`config.mk`:
```
export PLATFORM = sky130hd
export DESIGN_NAME = hex_keypad_scanner
export DESIGN_NICKNAME = d
export VERILOG_FILES = /design/src/rtl/hex_keypad_scanner.sv
export SDC_FILE = /design/constraint.sdc
export NUM_CORES = 1
export LEC_CHECK = 0
export CELL_PAD_IN_SITES_DETAIL_PLACEMENT = 0
export CELL_PAD_IN_SITES_GLOBAL_PLACEMENT = 1
export CORE_MARGIN = 2
export CORE_UTILIZATION = 35
export CTS_BUF_LIST = sky130_fd_sc_hd__clkbuf_4 sky130_fd_sc_hd__clkbuf_8
export DETAILED_ROUTE_END_ITERATION = 8
export GPL_ROUTABILITY_DRIVEN = 1
export PLACE_DENSITY_LB_ADDON = 0.08
export SLEW_MARGIN = 20
export SYNTH_ARGS = -nofsm -noshare
export SYNTH_HDL_FRONTEND = slang
export SYNTH_SLANG_ARGS = --single-unit
```
`constraint.sdc`:
```
create_clock -name clk -period 3.6 [get_ports clk]
set_input_delay 0.54 -clock clk [delete_from_list [all_inputs] [get_ports clk]]
set_output_delay 0.54 -clock clk [all_outputs]
set_load 0.05 [all_outputs]
```
`src/rtl/hex_keypad_scanner.sv`:
```
// 4x4 PmodKYPD scanner: column drive, row synchronizer, frame debounce, one pulse per press.
// Optional auto-repeat while a key is held is compiled in with `define KEYPAD_REPEAT_EN.
module hex_keypad_scanner #(
  parameter int SCAN_DIV       = 100000,
  parameter int DEBOUNCE_SCANS = 4,
  parameter int REPEAT_FRAMES  = 250
) (
  input  logic        clk,
  input  logic        reset,
  input  logic [3:0]  row,
  input  logic        clear,
  output logic [3:0]  col,
  output logic        key_valid,
  output logic [3:0]  key_code,
  output logic        key_held,
  output logic [15:0] data
);

  localparam int DIV_W = $clog2(SCAN_DIV);
  localparam int CNT_W = $clog2(DEBOUNCE_SCANS + 1);
  localparam logic [CNT_W-1:0] CNT_MAX = CNT_W'(DEBOUNCE_SCANS);

  typedef enum logic [1:0] {
    RES_NONE  = 2'd0,
    RES_KEY   = 2'd1,
    RES_MULTI = 2'd2
  } frame_res_e;

  typedef enum logic {
    ST_IDLE    = 1'b0,
    ST_PRESSED = 1'b1
  } state_e;

  if (SCAN_DIV < 4) begin : g_bad_scan_div
    $error("SCAN_DIV must be >= 4");
  end
  if (DEBOUNCE_SCANS < 1) begin : g_bad_debounce
    $error("DEBOUNCE_SCANS must be >= 1");
  end
  if (REPEAT_FRAMES < 1) begin : g_bad_repeat
    $error("REPEAT_FRAMES must be >= 1");
  end

  // Row r / column c position to hex value.
  function automatic logic [3:0] key_lut(input logic [1:0] r, input logic [1:0] c);
    case ({r, c})
      4'h0: key_lut = 4'h1;  4'h1: key_lut = 4'h2;  4'h2: key_lut = 4'h3;  4'h3: key_lut = 4'hA;
      4'h4: key_lut = 4'h4;  4'h5: key_lut = 4'h5;  4'h6: key_lut = 4'h6;  4'h7: key_lut = 4'hB;
      4'h8: key_lut = 4'h7;  4'h9: key_lut = 4'h8;  4'hA: key_lut = 4'h9;  4'hB: key_lut = 4'hC;
      4'hC: key_lut = 4'h0;  4'hD: key_lut = 4'hF;  4'hE: key_lut = 4'hE;  default: key_lut = 4'hD;
    endcase
  endfunction

  logic [3:0]       row_meta_q, row_sync_q;
  logic [DIV_W-1:0] div_q, div_d;
  logic [1:0]       col_idx_q, col_idx_d;
  logic [1:0]       hits_q, hits_d;
  logic [3:0]       acc_code_q, acc_code_d;
  frame_res_e       prev_res_q, prev_res_d;
  logic [3:0]       prev_code_q, prev_code_d;
  logic [CNT_W-1:0] cnt_q, cnt_d;
  state_e           state_q, state_d;
  logic             key_valid_q, key_valid_d;
  logic [3:0]       key_code_q, key_code_d;
  logic [15:0]      data_q, data_d;

  logic             slot_end, frame_end, stable;
  logic [3:0]       pressed;
  logic [2:0]       n_low, hits_sum;
  logic [1:0]       low_row, hits_new;
  logic [3:0]       code_new;
  frame_res_e       res;
  logic             accept;
  logic [3:0]       accept_code;

`ifdef KEYPAD_REPEAT_EN
  localparam int REP_W = $clog2(REPEAT_FRAMES + 1);
  logic [REP_W-1:0] rep_q, rep_d;
`endif

  // NOTE: every signal written in an always_comb gets a default first, so no latch can be inferred.
  always_comb begin
    slot_end  = (div_q == DIV_W'(SCAN_DIV - 1));
    frame_end = slot_end && (col_idx_q == 2'd3);
    div_d     = slot_end ? '0 : div_q + DIV_W'(1);
    col_idx_d = slot_end ? col_idx_q + 2'd1 : col_idx_q;

    pressed  = ~row_sync_q;
    n_low    = {2'b00, pressed[0]} + {2'b00, pressed[1]} + {2'b00, pressed[2]} + {2'b00, pressed[3]};
    low_row  = 2'd0;
    for (int r = 0; r < 4; r++) begin
      if (pressed[r]) low_row = 2'(r);
    end
    hits_sum = {1'b0, hits_q} + n_low;
    hits_new = (hits_sum >= 3'd2) ? 2'd2 : hits_sum[1:0];
    // With a single hit so far the code already captured stays; otherwise it comes from this slot.
    code_new = (hits_q == 2'd0) ? key_lut(low_row, col_idx_q) : acc_code_q;

    case (hits_new)
      2'd0:    res = RES_NONE;
      2'd1:    res = RES_KEY;
      default: res = RES_MULTI;
    endcase

    hits_d     = hits_q;
    acc_code_d = acc_code_q;
    if (slot_end) begin
      hits_d     = frame_end ? 2'd0 : hits_new;
      acc_code_d = code_new;
    end
  end

  always_comb begin
    prev_res_d  = prev_res_q;
    prev_code_d = prev_code_q;
    cnt_d       = cnt_q;
    if (frame_end) begin
      prev_res_d  = res;
      prev_code_d = code_new;
      if (res == RES_MULTI) begin
        cnt_d = '0;
      end else if ((res == prev_res_q) && ((res == RES_NONE) || (code_new == prev_code_q))) begin
        cnt_d = (cnt_q == CNT_MAX) ? cnt_q : cnt_q + CNT_W'(1);
      end else begin
        cnt_d = CNT_W'(1);
      end
    end
    stable = (cnt_d == CNT_MAX);
  end

  always_comb begin
    state_d     = state_q;
    key_valid_d = 1'b0;
    key_code_d  = key_code_q;
    data_d      = clear ? 16'h0000 : data_q;
    accept      = 1'b0;
    accept_code = key_code_q;
`ifdef KEYPAD_REPEAT_EN
    rep_d       = rep_q;
`endif
    if (frame_end) begin
      case (state_q)
        ST_IDLE: begin
          if ((res == RES_KEY) && stable) begin
            state_d     = ST_PRESSED;
            accept      = 1'b1;
            accept_code = code_new;
`ifdef KEYPAD_REPEAT_EN
            rep_d       = '0;
`endif
          end
        end
        ST_PRESSED: begin
          if ((res == RES_NONE) && stable) state_d = ST_IDLE;
`ifdef KEYPAD_REPEAT_EN
          // Only frames showing the accepted key alone advance the repeat count.
          if ((res == RES_KEY) && (code_new == key_code_q)) begin
            if (rep_q == REP_W'(REPEAT_FRAMES - 1)) begin
              rep_d  = '0;
              accept = 1'b1;
            end else begin
              rep_d = rep_q + REP_W'(1);
            end
          end else begin
            rep_d = '0;
          end
`endif
        end
        default: state_d = ST_IDLE;
      endcase
    end
    if (accept) begin
      key_valid_d = 1'b1;
      key_code_d  = accept_code;
      data_d      = clear ? {12'h000, accept_code} : {data_q[11:0], accept_code};
    end
  end

  // NOTE: sequential state is updated only with non-blocking assignments; always_comb uses blocking.
  always_ff @(posedge clk or negedge reset) begin
    if (!reset) begin
      row_meta_q  <= '0;
      row_sync_q  <= '0;
      div_q       <= '0;
      col_idx_q   <= '0;
      hits_q      <= '0;
      acc_code_q  <= '0;
      prev_res_q  <= RES_NONE;
      prev_code_q <= '0;
      cnt_q       <= '0;
      state_q     <= ST_IDLE;
      key_valid_q <= 1'b0;
      key_code_q  <= '0;
      data_q      <= '0;
`ifdef KEYPAD_REPEAT_EN
      rep_q       <= '0;
`endif
    end else begin
      row_meta_q  <= row;
      row_sync_q  <= row_meta_q;
      div_q       <= div_d;
      col_idx_q   <= col_idx_d;
      hits_q      <= hits_d;
      acc_code_q  <= acc_code_d;
      prev_res_q  <= prev_res_d;
      prev_code_q <= prev_code_d;
      cnt_q       <= cnt_d;
      state_q     <= state_d;
      key_valid_q <= key_valid_d;
      key_code_q  <= key_code_d;
      data_q      <= data_d;
`ifdef KEYPAD_REPEAT_EN
      rep_q       <= rep_d;
`endif
    end
  end

  assign col       = ~(4'b0001 << col_idx_q);
  assign key_valid = key_valid_q;
  assign key_code  = key_code_q;
  assign key_held  = (state_q == ST_PRESSED);
  assign data      = data_q;

endmodule

```
==> impl_metrics.tcl, run 1 <==
set metrics [dict create \
    worstHoldPathType "input port to async pin" \
    tightest_slew_ps 707.8 \
    io_buffers 32 \
    timing.final.hold_violations 0 \
    via_count 2369 \
    first_iter_violations 82 \
    die-height_um 101.9 \
    ff2ff_setup_slack_ps 10 \
    insertion_delay_ps 340 \
    combinationalPowerShare_pct 6.5 \
    io_pins 33 \
    die_x_um 101.9 \
    crit_path_start_kind "flop" \
    synthTopCellsByArea "dfrtp_1 48%, mux2i_1 5.7%, ha_1 3.0%, xnor2_1 2.9%, nand2_1 2.8%" \
    cp.required_ps 3870 \
    fin_cells 486 \
    ys.flop_type "dfrtp_1" \
    path_depth 14 \
    cap_violations 0 \
    p_switching_mw 0.3442 \
    dp_hpwl_um 4956 \
    synth_edf_count 0 \
    synthArstFlopShare_pct 100.0 \
    post_drt_wl_per_cell_um 15.35 \
    leakage_nw 1.785 \
    drc_errors 0 \
    rsz0062_at_grt "true" \
    powerDensity_mw_per_mm2 340.0 \
    worst-path-max-fanout 4 \
    yosys.cell_types.count 61 \
    cts_made_buffers 9 \
    cts_tree "built" \
    crit_type "flop to flop" \
    path_cells "fa_1, inv_1, fa_2, fa_1, or2_4, nor2_4, o221ai_4, o32ai_4, nand2_2, a211oi_4, buf_12, buf_6, clkbuf_16, mux2i_1" \
    drive_gt1_share_pct 21.57 \
    diodes 0 \
    crit_path_top_delay_cell "fa_1" \
    cp.arrival_ps 3860 \
    cpMostUsedCell "fa_1" \
    num_rows 35 \
    relSlewSlack_pct 51.60 \
    outcome "complete, no violations" \
    drt_first_pass_iters 4 \
    synth_top_cell_by_area "dfrtp_1" \
    placeableCoreArea_mm2 0.009284 \
    clock_path_buffers 2 \
    ant_nets 0 \
    setup_viol 0 \
    place_congestion 0.7712 \
    root_buffer "clkbuf_8" \
    syn_to_final_growth_pct 27.02 \
    clkSinkCount 64 \
    drv_slew 0 \
    crit_buf_inv 4 \
    clkPwrFrac_pct 43.3 \
    cts_max_level 3 \
    swShare_pct 23.77 \
    synth-seq-cells 64 \
    synthCells 298 \
    ys_seq_area_share_pct 47.78 \
    nNetsFinal 370 \
    clock_skew_ps 6.568 \
    fin_crit_sh_pct 99.59 \
    synth_warnings 0 \
    viasPerCell 4.874 \
    path_delay_family "adder cells" \
    internal_power_mw 1.103 \
    syn-num-nets 316 \
    worst_slack_ps 14.87 \
    filler_cell_count 905 \
    slowest_delay_ps 550 \
    clkTransAtPathRegs_ps 70 \
    finalCriticalPeriod_ps 3585 \
    start_util_pct 36.11 \
    grt_pass1_wl_um 12520 \
    rr_worst_depth 14 \
    finalWirelength_um 7458 \
    dp_cells 457 \
    grt_max_degree 39 \
    fp.dieArea_mm2 0.01038 \
    ir_drop_mv 0.1445 \
    synth_top_area_share_pct 47.78 \
    pwr-share-seq_pct 50.2 \
    grt_use_total_pct 15.77 \
    syn-mean-instance-area_um2 11.25 \
    grt_pass1_vias 2470 \
    end_kind "flop" \
    max_freq_mhz 278.9 \
    antenna_found_initial 0 \
    dp_slack_ps -32.16 \
    syn_area_mm2 0.003352 \
    grt_overflow 0 \
    post-route-util_pct 45.86 \
]
==> state kept, by name, indices dropped and copies added, names as in the netlist <==
signal       cells
row_meta_q       4
hits_q           2
prev_code_q      4
key_valid        1
data            16
cnt_q            3
key_held         1
acc_code_q       4
prev_res_q       2
col_idx_q        2
div_q           17
row_sync_q       4
key_code         4
==> Yosys cell counts (all sizes together), types with 9 or more instances <==
cell type and instances:
o21ai 13, nand2b 10, nand2 26, a21oi 12, or2b 9, dfrtp 64, nor2 22, xnor2 11
inv 18, xor2 10, mux2i 19
==> worst paths after layout <==
path | endpoint | from
max in group asynchronous | data[12]$_DFFE_PN0P_ | reset
hold reg to reg | row_sync_q[0]$_DFF_PN0_ | row_meta_q[0]$_DFF_PN0_
min in group clk | row_sync_q[0]$_DFF_PN0_ | row_meta_q[0]$_DFF_PN0_
setup reg to reg | data[9]$_DFFE_PN0P_ | row_sync_q[0]$_DFF_PN0_
hold / removal | prev_code_q[1]$_DFFE_PN0P_ | reset
setup / recovery | data[9]$_DFFE_PN0P_ | row_sync_q[0]$_DFF_PN0_
==> power by group through the flow <==
stage / combinational (mW) / clock (mW) / sequential [mW]
CTS: 0.0903 / 0.651 / 0.726
floorplan: 0.0433 / 0 / 0.740
detailed placement: 0.0825 / 0 / 0.740
global route: 0.105 / 0.678 / 0.726
finish: 0.0943 / 0.627 / 0.726
global placement: 0.0826 / 0 / 0.740
==> stage by stage <==
step	TNS, ps	hold WS (ps)	power [mW]	cell area, µm²
2_1_floorplan	0	244.4	0.7828	3352
3_3_place_gp	0	332.6	0.8225	3810
3_5_place_dp	-413.1	337.2	0.8225	3810
4_1_cts	0	240.6	1.467	4192
5_1_grt	-2535	263.6	1.509	4258
6_report	0	229.2	1.448	4258
==> layout make-up <==
cell class | instances | area [µm²] | share of cell area (%)
Multi-Input combinational cell | 205 | 1650 | 38.76
Sequential cell | 64 | 1602 | 37.61
Timing Repair Buffer | 54 | 575.6 | 13.52
Tap cell | 129 | 161.4 | 3.791
Clock buffer | 11 | 145.1 | 3.409
Inverter | 18 | 67.56 | 1.587
Clock inverter | 5 | 56.30 | 1.322
==> logic make-up (layout without fill, tap and decap cells) <==
| kind of cell | count (synthesis) | in the layout | share of synthesized area [%] |
|---|---|---|---|
| AO/OA/AOI/OAI | 47 | 47 | 10.90 |
| XOR/XNOR | 22 | 22 | 6.159 |
| flip-flops | 64 | 64 | 47.78 |
| multiplexers | 20 | 20 | 6.010 |
| AND/OR/NAND/NOR | 105 | 105 | 19.19 |
| buffers and inverters | 29 | 88 | 5.188 |
| adder cells (fa/ha/maj) | 11 | 11 | 4.778 |
==> worst reg2reg max path, stage by stage (launching register included) <==
cell and delay, ps:
dfrtp_1 380, fa_1 550, inv_1 60, fa_2 340, fa_1 490, or2_4 260, nor2_4 110, o221ai_4 120
o32ai_4 310, nand2_2 130, a211oi_4 220, buf_12 160, buf_6 100, clkbuf_16 130, mux2i_1 170
==> placed cells by master (no fill, tap or decap), types with 3 or more instances in the layout <==
cell type,n
a21oi_1,10
and3_1,5
buf_12,4
buf_4,14
clkbuf_8,10
clkdlybuf4s50_1,31
dfrtp_1,64
ha_1,8
inv_1,15
inv_2,3
mux2i_1,19
nand2_1,25
nand2b_1,9
nand3_1,8
nand4_1,3
nor2_1,21
o211ai_1,4
o21ai_0,13
or2b_2,9
xnor2_1,11
xor2_1,10
==> timing repair <==
item                       CTS  global route
hold buffers                 0             0
setup endpoints to repair   19            21
setup buffers               10             4
gates resized for setup      7            10
cloned                       2             1
pin swaps                    4             5
==> per-layer routing <==
| layer | vias to the layer above | GRT usage, % | wire, µm |
|---|---|---|---|
| met2 | 40 | 22.67 | 3244 |
| met5 | - | 0 | 0 |
| met4 | 0 | 8.000 | 164 |
| met1 | 1171 | 22.85 | 3854 |
| met3 | 17 | 2.804 | 195 |
| li1 | 1141 | - | - |
(Power assumes the default switching activity.)
==> inputs of run 2 (changes only) <==
Settings changed: CORE_MARGIN 2 to 1.5.
Clock period 3.6 ns to 3.4 ns, I/O delays scaled along.
==> run 2 against run 1 <==
The flow now finishes with violations (negative setup slack). First-iteration DRC count shrank 24%. Maximum frequency grew 3.0%. Flip-flop and latch count is the same. Die area shrank 2.0%. Clock power grew 8.9%. Global-route usage grew 0.48 points. Critical endpoint is now data[4]$_DFFE_PN0P_. Largest power group unchanged.
==> impl_metrics.tcl, run 2 (synthesized netlist as in run 1, its figures left out) <==
set metrics [dict create \
    multiInputGateArea_mm2 0.001643 \
    worstHoldPathType "input port to async pin" \
    top_register "div_q" \
    rr_worst_depth 13 \
    setup_viol 16 \
    syn_to_final_growth_pct 26.76 \
    worst-path-max-fanout 5 \
    cap_violations 0 \
    start_util_pct 36.11 \
    clock_path_buffers 2 \
    via_count 2310 \
    ir_drop_mv 0.1921 \
    total_power_mw 1.556 \
    drive_gt1_share_pct 21.51 \
    crit_path_start_kind "flop" \
    leakage_nw 1.781 \
    first_iter_violations 62 \
    fin_crit_sh_pct 102.4 \
    filler_cell_count 894 \
    end_kind "flop" \
    cts_max_level 3 \
    grt_overflow 0 \
    final_common_cell "dfrtp_1" \
    clkTransAtPathRegs_ps 90 \
    ff2ff_setup_slack_ps -80 \
    die_x_um 100.9 \
    grt_max_degree 30 \
    timing.final.hold_violations 0 \
    r2r-end "data[4]$_DFFE_PN0P_" \
    die-height_um 100.9 \
    drt_first_pass_iters 4 \
    clkSinkCount 64 \
    largest_reg_flops 17 \
    drv_slew 0 \
    outcome "finished, violations left" \
    post_drt_wl_per_cell_um 15.45 \
    finalWirelength_um 7525 \
    crit_type "flop to flop" \
    finalCriticalPeriod_ps 3481 \
    antenna_found_initial 0 \
    grt_pass1_vias 2405 \
    fp.dieArea_mm2 0.01017 \
    insertion_delay_ps 340 \
    seq_area_mm2 0.001602 \
    drc_errors 0 \
    cp.arrival_ps 3730 \
    dp_hpwl_um 5081 \
    tightest_slew_ps 716.1 \
    io_buffers 32 \
    place_congestion 0.7624 \
    powerDensity_mw_per_mm2 366.2 \
    diodes 0 \
    grt_use_total_pct 16.26 \
    cp.required_ps 3650 \
    nNetsFinal 371 \
    violations "negative setup slack" \
    num_rows 35 \
    max_freq_mhz 287.3 \
    rsz0062_at_grt "true" \
    clock_skew_ps 16.09 \
    ant_nets 0 \
    cts_made_buffers 9 \
    holdWs_ps 82.06 \
    worst_slack_ps -81.08 \
    grt_pass1_wl_um 12540 \
    relSlewSlack_pct 51.02 \
    io_pins 33 \
    placeableCoreArea_mm2 0.009284 \
    most-common-layout-cells "64 x dfrtp_1, 31 x clkdlybuf4s50_1, 25 x nand2_1, 21 x nor2_1, 19 x mux2i_1" \
    cts_tree "built" \
    root_buffer "clkbuf_8" \
    viasPerCell 4.743 \
    reg2reg_from "row_sync_q[0]$_DFF_PN0_" \
]
run 2: critical path, cell delays in order (launching register included):
cell and delay, ps:
dfrtp_1 380, fa_1 540, inv_1 50, fa_2 330
fa_1 450, or2_4 270, nor2_4 120, o221ai_4 130
o32ai_4 260, nand2_2 110, a211oi_4 220, buf_12 180
buf_12 130, mux2i_1 210
run 2: report_power, final:
| part | total, mW | internal [mW] | switching [mW] |
|---|---|---|---|
| Combinational | 0.106 | 0.0413 | 0.0643 |
| Clock | 0.683 | 0.361 | 0.322 |
| Sequential | 0.768 | 0.765 | 0.00227 |
run 2: worst max path at each step:
stage / start / endpoint / slack, ps
3_5_place_dp: row_sync_q[0]$_DFF_PN0_ / data[9]$_DFFE_PN0P_ / -130
3_3_place_gp: row_sync_q[0]$_DFF_PN0_ / key_code[3]$_DFFE_PN0P_ / -40
6_report: row_sync_q[0]$_DFF_PN0_ / data[4]$_DFFE_PN0P_ / -80
4_1_cts: row_sync_q[0]$_DFF_PN0_ / key_code[1]$_DFFE_PN0P_ / -20
5_1_grt: row_sync_q[2]$_DFF_PN0_ / data[4]$_DFFE_PN0P_ / -210
2_1_floorplan: row_sync_q[0]$_DFF_PN0_ / data[14]$_DFFE_PN0P_ / 8
run 2: metrics by stage:
stage / area (µm²) / setup TNS, ps / cells / setup WS (ps) / utilization [%]
floorplan: 3354 / 0 / 298 / 7.885 / -
global placement: 3850 / -615.7 / 462 / -36.30 / 41.47
detailed placement: 3850 / -1937 / 462 / -128.8 / 41.47
CTS: 4178 / -90.82 / 485 / -21.02 / 45.00
global route: 4249 / -3381 / 487 / -205.2 / 45.77
finish: 4249 / -497.2 / 487 / -81.08 / 45.77
run 2: timing repair:
action,4_1_cts,5_1_grt
endpoints found under the setup margin,20,21
hold buffers,0,0
buffers inserted,5,1
pin swaps,0,0
gates cloned,2,1
gates resized for setup,7,5
run 2: area by class of cell:
class / instances / share of cell area, %
inverter: 18 / 1.590
timing repair buffer: 55 / 13.43
clock inverter: 6 / 1.590
clock buffer: 10 / 3.239
multi-input combinational: 205 / 38.66
tap: 129 / 3.799
sequential: 64 / 37.69
run 2: routing by layer:
| layer | vias up | GRT usage, % | wire, µm |
|---|---|---|---|
| met2 | 31 | 24.58 | 3391 |
| met3 | 7 | 4.438 | 221 |
| met4 | 0 | 4.550 | 71 |
| met5 | - | 0 | 0 |
| met1 | 1131 | 22.90 | 3841 |
| li1 | 1141 | - | - |
==> inputs of run 3 (changes only) <==
Settings changed: SKIP_LAST_GASP from default to 1.
==> results of run 3 <==
Same layout as run 2: the final DEF is identical, and so are final timing and power.
